$ cat src/rtl/envelope_follower.sv
// rtl/envelope_follower.sv - rectify, attack/release envelope and hysteresis gate detector
// Pipeline: rectify -> envelope -> gate FSM, one sample per clock.
module envelope_follower #(
  parameter int SAMPLE_BITS  = 12,
  parameter int HOLD_SAMPLES = 64
) (
  input  logic                   clk,
  input  logic                   rst,
  input  logic [SAMPLE_BITS-1:0] sample,
  input  logic                   sample_valid,
  input  logic [3:0]             a,
  input  logic [3:0]             r,
  input  logic [3:0]             t,
  output logic [7:0]             amplitude,
  output logic                   amplitude_valid,
  output logic                   gate
);

  typedef enum logic [1:0] {S_IDLE, S_OPEN, S_HOLD} state_t;

  logic [SAMPLE_BITS-1:0] w_neg;
  logic [SAMPLE_BITS-2:0] w_mag;
  logic [7:0]             w_mag8;
  logic [15:0]            w_target;
  logic [15:0]            w_up_shift;
  logic [15:0]            w_dn_shift;
  logic [15:0]            w_up_step;
  logic [15:0]            w_dn_step;
  logic [15:0]            w_env_next;
  logic [7:0]             w_on_level;
  logic [7:0]             w_off_level;

  logic [7:0]  r_mag8;
  logic        r_s1_valid;
  logic [15:0] r_env;
  logic [7:0]  r_amp;
  logic        r_amp_valid;
  state_t      r_state;
  logic [15:0] r_hold_cnt;
  logic        r_gate;

  // Negating the most negative code overflows back to itself; saturate it.
  assign w_neg = ~sample + SAMPLE_BITS'(1);

  always_comb begin
    w_mag = sample[SAMPLE_BITS-2:0];
    if (sample[SAMPLE_BITS-1]) begin
      if (w_neg[SAMPLE_BITS-1]) w_mag = '1;
      else                      w_mag = w_neg[SAMPLE_BITS-2:0];
    end
  end

  assign w_mag8 = w_mag[SAMPLE_BITS-2 -: 8];

  generate
    if (SAMPLE_BITS > 9) begin : g_low_bits
      logic w_unused_low;
      assign w_unused_low = ^w_mag[SAMPLE_BITS-10:0];
    end
  endgenerate

  // Step is a shifted fraction of the distance, floored at 1 so env always converges.
  assign w_target   = {r_mag8, 8'h00};
  assign w_up_shift = (w_target - r_env) >> a;
  assign w_dn_shift = (r_env - w_target) >> r;
  assign w_up_step  = (w_up_shift == 16'd0) ? 16'd1 : w_up_shift;
  assign w_dn_step  = (w_dn_shift == 16'd0) ? 16'd1 : w_dn_shift;

  always_comb begin
    w_env_next = r_env;
    if (w_target > r_env)      w_env_next = r_env + w_up_step;
    else if (w_target < r_env) w_env_next = r_env - w_dn_step;
  end

  always_ff @(posedge clk) begin
    if (rst) begin
      r_mag8      <= 8'd0;
      r_s1_valid  <= 1'b0;
      r_env       <= 16'd0;
      r_amp       <= 8'd0;
      r_amp_valid <= 1'b0;
    end else begin
      r_s1_valid  <= sample_valid;
      r_amp_valid <= r_s1_valid;
      if (sample_valid) r_mag8 <= w_mag8;
      if (r_s1_valid) begin
        r_env <= w_env_next;
        r_amp <= w_env_next[15:8];
      end
    end
  end

  assign w_on_level  = {t, 4'h0};
  assign w_off_level = {1'b0, t, 3'b000};

  // Gate FSM only moves on a fresh amplitude; between levels counts toward hold.
  always_ff @(posedge clk) begin
    if (rst) begin
      r_state    <= S_IDLE;
      r_hold_cnt <= 16'd0;
      r_gate     <= 1'b0;
    end else if (r_amp_valid) begin
      if (t == 4'd0) begin
        r_state <= S_IDLE;
        r_gate  <= 1'b0;
      end else begin
        case (r_state)
          S_IDLE: begin
            if (r_amp >= w_on_level) begin
              r_state <= S_OPEN;
              r_gate  <= 1'b1;
            end
          end
          S_OPEN: begin
            if (r_amp < w_off_level) begin
              r_state    <= S_HOLD;
              r_hold_cnt <= 16'd1;
            end
          end
          S_HOLD: begin
            if (r_amp >= w_on_level) begin
              r_state <= S_OPEN;
            end else if (r_hold_cnt == 16'(HOLD_SAMPLES)) begin
              r_state <= S_IDLE;
              r_gate  <= 1'b0;
            end else begin
              r_hold_cnt <= r_hold_cnt + 16'd1;
            end
          end
          default: begin
            r_state <= S_IDLE;
            r_gate  <= 1'b0;
          end
        endcase
      end
    end
  end

  assign amplitude       = r_amp;
  assign amplitude_valid = r_amp_valid;
  assign gate            = r_gate;

endmodule

$ cat config.mk
export PLATFORM = sky130hd
export DESIGN_NAME = envelope_follower
export DESIGN_NICKNAME = d
export VERILOG_FILES = /design/src/rtl/envelope_follower.sv
export SDC_FILE = /design/constraint.sdc
export NUM_CORES = 1
export LEC_CHECK = 0
export ABC_AREA = 1
export BUFFER_PORTS_ARGS = -buffer_cell sky130_fd_sc_hd__buf_2
export CORE_ASPECT_RATIO = 0.75
export CORE_MARGIN = 4
export CORE_UTILIZATION = 45
export CTS_CLUSTER_SIZE = 25
export DETAILED_ROUTE_END_ITERATION = 10
export GPL_TIMING_DRIVEN = 0
export SKIP_LAST_GASP = 1
export SYNTH_ARGS = -nofsm -noshare
export SYNTH_HDL_FRONTEND = slang
export SYNTH_SLANG_ARGS = --single-unit
$ cat constraint.sdc
create_clock -name clk -period 5.9 [get_ports clk]
set_input_delay 1.18 -clock clk [delete_from_list [all_inputs] [get_ports clk]]
set_output_delay 1.18 -clock clk [all_outputs]
set_load 0.005 [all_outputs]
==> results of run 1 <==
final cells by class:
cell class | instances | share of cell area
Clock buffer | 6 | 0.02024
Sequential cell | 45 | 0.1344
Buffer | 40 | 0.03046
Timing Repair Buffer | 42 | 0.03465
Clock inverter | 2 | 0.006019
Multi-Input combinational cell | 791 | 0.6664
Inverter | 140 | 0.07660
Tap cell | 171 | 0.03119
worst reg2reg max path: cells and delay by family (launching register included):
kind                     cells  cell delay (ns)
AND/OR/NAND/NOR             30             2.59
adder cells (fa/ha/maj)      3             0.80
buffers and inverters        3             0.28
flip-flops                   1             0.37
XOR/XNOR                     1             0.12
AO/OA/AOI/OAI                9             1.32
metal layers:
layer / share of wire / up-vias
li1: - / 3458
met4: 0.0056 / 0
met1: 0.53 / 3059
met3: 0.066 / 11
met5: 0 / -
met2: 0.40 / 186
cell families after synthesis:
family | count (synthesis)
AO/OA/AOI/OAI | 194
XOR/XNOR | 33
adder cells (fa/ha/maj) | 48
buffers and inverters | 180
flip-flops | 45
multiplexers | 1
AND/OR/NAND/NOR | 515
final timing paths:
check        depth (start not counted)  slack (ns)  startpoint         endpoint
max                                 36        0.24        a[2]        r_env[15]
min                                  2        0.44  r_s1_valid  amplitude_valid
max reg2reg                         46        0.30   r_env[11]        r_env[15]
min reg2reg                          2        0.44  r_s1_valid  amplitude_valid
power by group:
| group | leakage, µW | total (µW) | internal (µW) | switching [µW] |
|---|---|---|---|---|
| Clock | 0.0000890 | 338 | 214 | 124 |
| Combinational | 0.00296 | 1190 | 440 | 751 |
| Sequential | 0.000372 | 368 | 326 | 41.6 |
| Total | 0.00342 | 1900 | 981 | 916 |
flip-flops by register name, summed over array words and instances, names as in the netlist:
signal / flops
r_s1_valid: 1
r_mag8: 8
r_state: 2
r_env: 16
gate: 1
amplitude_valid: 1
r_hold_cnt: 16
cells in the final DEF (no fill, tap or decap), drive strengths merged, types with 3 or more instances in the layout:
| cell | n |
|---|---|
| dfxtp | 45 |
| clkbuf | 25 |
| xnor2 | 10 |
| o21ai | 87 |
| nor3 | 12 |
| nand2 | 263 |
| nand4 | 9 |
| a221oi | 3 |
| nor4 | 4 |
| or2 | 5 |
| nor2 | 84 |
| a21oi | 66 |
| ha | 46 |
| o21a | 4 |
| a31oi | 7 |
| o211ai | 11 |
| clkinv | 4 |
| buf | 63 |
| inv | 137 |
| xor2 | 23 |
| nand3 | 134 |
repair_timing:
| action | 4_1_cts | 5_1_grt |
|---|---|---|
| setup endpoints to repair | 1 | 4 |
| setup buffers | 0 | 11 |
| cloned | 0 | 0 |
| pin swaps | 0 | 18 |
| gates resized for setup | 8 | 69 |
per-stage QoR:
stage	instance area (µm²)	setup WS [ns]	instances	util
after floorplan	5998	0.7056	1016	-
after global placement	6367	-0.2010	1218	0.4891
after detailed placement	6367	-0.2613	1218	0.4891
after CTS	6561	0.0008846	1226	0.5040
after global routing	6860	-0.09990	1237	0.5270
final	6860	0.2402	1237	0.5270
==> results_dict.tcl, run 1 <==
set metrics [dict create \
    fp.dieH_um 108.0 \
    numPortBuffers 31 \
    leakage_uw 0.003418 \
    clock_latency_ns 0.29 \
    fin_skew_ns 0.007602 \
    synth_top_family_by_area "simple AND/OR/NAND/NOR gates" \
    cpLargestDelayFamily "simple AND/OR/NAND/NOR gates" \
    yosys.area_share.adder 0.1026 \
    grt_antenna_before_repair 0 \
    tritoncts_num_sinks 45 \
    n_fill_cell 1402 \
    ys_seq_elements 45 \
    power.total_uw 1898 \
    gr-total-overflow 0 \
    wirelength_um 18240 \
    syn_avg_cell_area_um2 5.904 \
    end_kind "register" \
    met1_usage 0.3792 \
    synthTopCellsByCount "248 x nand2_1, 123 x inv_1, 122 x nand3_1" \
    ios 37 \
    grt_pass1_wl_um 29570 \
    vias 6714 \
    grt_use_met2 0.3406 \
    period_share 0.9593 \
    synth_compound_area_frac 0.1792 \
    multi_input_area_um2 4572 \
    synth_largest_area_cell "nand2_1" \
    setup_viol 0 \
    initial_core_util 0.4608 \
    grt_usage 0.2365 \
    drv_cap 0 \
    fp.coreArea_um2 13020 \
    worstPathArrival_ns 5.85 \
    regArea_um2 922.1 \
    root_buffer "clkbuf_16" \
    syn_inst 1016 \
    drive_gt1_frac 0.1792 \
    cts_tree "built" \
    power_density_nw_per_um2 276.6 \
    use_met3 0.03492 \
    routedWlPerCell_um 14.74 \
    post-route-min-period_ns 5.660 \
    maxSlewHeadroom 0.4901 \
    critPathBufInv 3 \
    crit_top_cell "nand2_1" \
    ys_warn_count 0 \
    die_area_um2 15260 \
    worstMarginPinSlew_ns 0.7568 \
    ctsHoldBuffers 0 \
    die_w_um 141.3 \
    clock.fmax_ghz 0.1767 \
    crit_fanout 10 \
    synthXorXnorAreaFrac 0.04819 \
    remaining_drc_errors 0 \
    syn_area_um2 5998 \
    numCtsBuffers 5 \
    synth.area.mux_share 0.001669 \
    antenna_cells 0 \
    rsz0062_at_grt "yes" \
    yosysTopAreaCellShare 0.1552 \
    nets 1140 \
    grt_pass1_vias 5851 \
    busiest_layer "met1" \
    hpwl_um 14950 \
    worstPathRequired_ns 6.09 \
    synth-simple-area-share 0.3957 \
    ant_nets 0 \
    cpPeakStageDelay_ns 0.34 \
    setup_tns_ns 0 \
    clockBufferDepth 2 \
    min_path_type "register to register" \
    grt_max_degree 16 \
    start_kind "primary input" \
    gp_congestion 0.9611 \
    area.growth.synth_to_final_pct 14.37 \
    synth-edff-count 0 \
    final_max_slew_viol_count 0 \
    synth.distinct_cells 48 \
    synth.net_count 1091 \
    yosysMostFrequentCell "nand2_1" \
    synth.yosys.seq_area_share 0.1502 \
    synthArstFlopShare 0 \
    synthTopCellsByArea "nand2_1 16%, dfxtp_1 15%, nand3_1 10%, ha_1 9.6%, inv_1 7.7%" \
    synth-main-ff-cell "dfxtp_1" \
    hold_ws_ns 0.4368 \
    routed_via_density 5.428 \
    cp_slowest_cell "ha_1" \
    hold_viol 0 \
    status "complete, no violations" \
    peakVddDrop_mv 0.1774 \
    dr.pass1.iters 7 \
    path_class "primary input to register" \
    num_rows 36 \
    drt_iter0_markers 569 \
    clk_pin_slew_ns 0.06 \
    htreeDepth 2 \
]
No activity file was read; power rests on OpenSTA's default activity.
==> run 2, diff against run 1 <==
- ABC_AREA: 1 -> unset
==> run 2 against run 1 <==
Non-clock buffer count up 63. Final area up 18%. Area after synthesis up 6.3%. Sequential cell count unchanged. Critical endpoint is now r_env[14]. Largest cell class unchanged. Total power rose to 2.8 times the previous value. Global-route usage up 3.0 points. Combinational power rose to 3.9 times the previous value. The flow now finishes with violations (setup timing). Critical path type is now register to register. Setup slack worse by 0.72 ns.
==> results_dict.tcl, run 2 <==
set metrics [dict create \
    maxSlewHeadroom 0.4267 \
    hold_path_depth 2 \
    reg.largest.list "r_env x16, r_hold_cnt x16, r_mag8 x8" \
    initial_core_util 0.4621 \
    end_kind "register" \
    synth.net_count 952 \
    dr.pass1.iters 7 \
    num_rows 37 \
    root_buffer "clkbuf_16" \
    status "finished, violations left" \
    violations "setup timing" \
    n_fill_cell 1285 \
    grt_pass1_vias 6658 \
    min_to "gate" \
    r2r-start "r_env[8]" \
    power_density_nw_per_um2 661.6 \
    final_common_cell "nor2_1" \
    cts_tree "built" \
    clockBufferDepth 2 \
    start_kind "register" \
    grt_max_degree 16 \
    worstPathRequired_ns 6.09 \
    synth_largest_area_cell "dfxtp_1" \
    cp_slowest_cell "or4b_4" \
    rsz0062_at_grt "yes" \
    synth.distinct_cells 95 \
    numCtsBuffers 5 \
    numPortBuffers 31 \
    final_max_slew_viol_count 0 \
    peakVddDrop_mv 0.2671 \
    leakage_uw 0.003194 \
    path_class "register to register" \
    crit_fanout 5 \
    vias 7223 \
    synth-edff-count 0 \
    remaining_drc_errors 0 \
    routed_via_density 6.303 \
    layout_common_cells "88 x nor2_1, 77 x nand2_1, 63 x a21oi_1, 63 x buf_4, 40 x buf_2" \
    grt_antenna_before_repair 0 \
    drt_iter0_markers 840 \
    r2r.worst_path.cells 29 \
    worstMarginPinSlew_ns 0.8542 \
    crit_start "r_env[8]" \
    yosysMostFrequentCell "nor2_1" \
    syn_inst 877 \
    min_from "gate" \
    die_w_um 145.4 \
    hold_ws_ns 0.4940 \
    min_path_type "register to register" \
    tritoncts_num_sinks 45 \
    setup_viol 3 \
    nets 1045 \
    clock_latency_ns 0.29 \
    htreeDepth 2 \
    drive_gt1_frac 0.2884 \
    clock.fmax_ghz 0.1567 \
    synthTopCellsByCount "90 x nor2_1, 79 x a21oi_1, 79 x nand2_1" \
    die_area_um2 16150 \
    area.growth.synth_to_final_pct 27.05 \
    fin_skew_ns 0.008867 \
    wirelength_um 22540 \
    ys_warn_count 0 \
    ys_seq_elements 45 \
    synth.yosys.seq_area_share 0.1413 \
    syn_area_um2 6375 \
    post-route-min-period_ns 6.382 \
    fp.dieH_um 111.1 \
    ios 37 \
    drv_cap 0 \
    multi_input_area_um2 5618 \
    worstPathArrival_ns 6.57 \
    setup_slack_ns -0.4825 \
    synthArstFlopShare 0 \
    period_share 1.082 \
    gr-total-overflow 0 \
    grt_usage 0.2669 \
    place_area_um2 6908 \
    fp.coreArea_um2 13800 \
    hpwl_um 16810 \
    ant_nets 0 \
    cpPeakStageDelay_ns 0.52 \
    antenna_cells 0 \
    routedWlPerCell_um 19.67 \
    design_area_um2 8099 \
    hold_viol 0 \
    grt_pass1_wl_um 35880 \
    synthTopCellsByArea "dfxtp_1 14%, ha_1 9.0%, a21oi_1 6.2%, nor2_1 5.3%, nand2_1 4.7%" \
    syn_avg_cell_area_um2 7.269 \
    gp_congestion 0.9546 \
    yosysTopAreaCellShare 0.1413 \
    r2r_slack_ns -0.48 \
    regToRegEndpoint "r_env[14]" \
    regArea_um2 933.4 \
    clk_pin_slew_ns 0.06 \
    synth-main-ff-cell "dfxtp_1" \
]
[run 2: what timing repair did]
action | CTS | global route
hold buffers | 0 | 0
resized for setup | 91 | 58
pin swaps | 36 | 47
buffers inserted | 34 | 23
endpoints found under the hold margin | 0 | 0
endpoints found under the setup margin | 10 | 6
[run 2: through the flow]
stage / setup TNS (ns) / total power [µW] / util / instances / setup slack [ns]
3_3_place_gp: -4.770 / 3815 / 0.5007 / 1083 / -1.384
6_report: -0.9342 / 5358 / 0.5871 / 1146 / -0.4825
4_1_cts: -0.5115 / 4805 / 0.5568 / 1123 / -0.3585
5_1_grt: -1.719 / 5692 / 0.5871 / 1146 / -0.6360
2_1_floorplan: -0.2614 / 3031 / - / 877 / -0.2614
3_5_place_dp: -5.326 / 3869 / 0.5007 / 1083 / -1.411
[run 2: logic make-up (layout without fill, tap and decap cells)]
logic type                 after synthesis  in the layout  synth area share
AOI/OAI and AO/OA                      264            264            0.2917
DFF                                     45             45            0.1413
and+or+nand+nor                        338            338            0.2748
buffers and inverters                  106            200           0.08185
muxes                                   24             24           0.04121
adders and majority gates               48             48           0.09657
xor gates and xnor gates                52             52           0.07262
[run 2: layer usage]
layer  wire length, µm  up-vias  global-route usage
li1                  -     3425                   -
met1             10660     3483              0.4060
met2              9899      291              0.4091
met3              1693       24             0.03801
met4               286        0             0.03289
met5                 0        -                   0
[run 2: how the worst max path moves through the flow]
stage | end | slack [ns] | depth (start not counted)
finish | r_env[14] | -0.48 | 29
global placement | r_env[14] | -1.38 | 26
global route | r_env[14] | -0.64 | 29
CTS | r_env[14] | -0.36 | 29
detailed placement | r_env[14] | -1.41 | 26
floorplan | r_env[14] | -0.26 | 27
[run 2: area by class of cell]
cell class              instances  area share
well taps                     175     0.02704
clock inverters                 2    0.002163
inverters                      47     0.02302
repair buffers                 88     0.07338
plain buffers                  57     0.04835
flip-flops and latches         45      0.1152
multi-input cells             726      0.6937
clock buffers                   6     0.01715
[run 2: critical path: cells and delay by family, from the launching register on]
kind | cells | cell delay, ns
AOI/OAI and AO/OA | 14 | 2.70
adders and majority gates | 4 | 1.02
and+or+nand+nor | 7 | 1.94
DFF | 1 | 0.35
buffers and inverters | 4 | 0.29
[run 2: power breakdown]
| group | internal (µW) | switching [µW] | leakage (µW) |
|---|---|---|---|
| sequential | 371 | 79.2 | 0.000373 |
| clock | 171 | 125 | 0.0000775 |
| combinational | 2040 | 2570 | 0.00274 |
| total | 2580 | 2780 | 0.00319 |
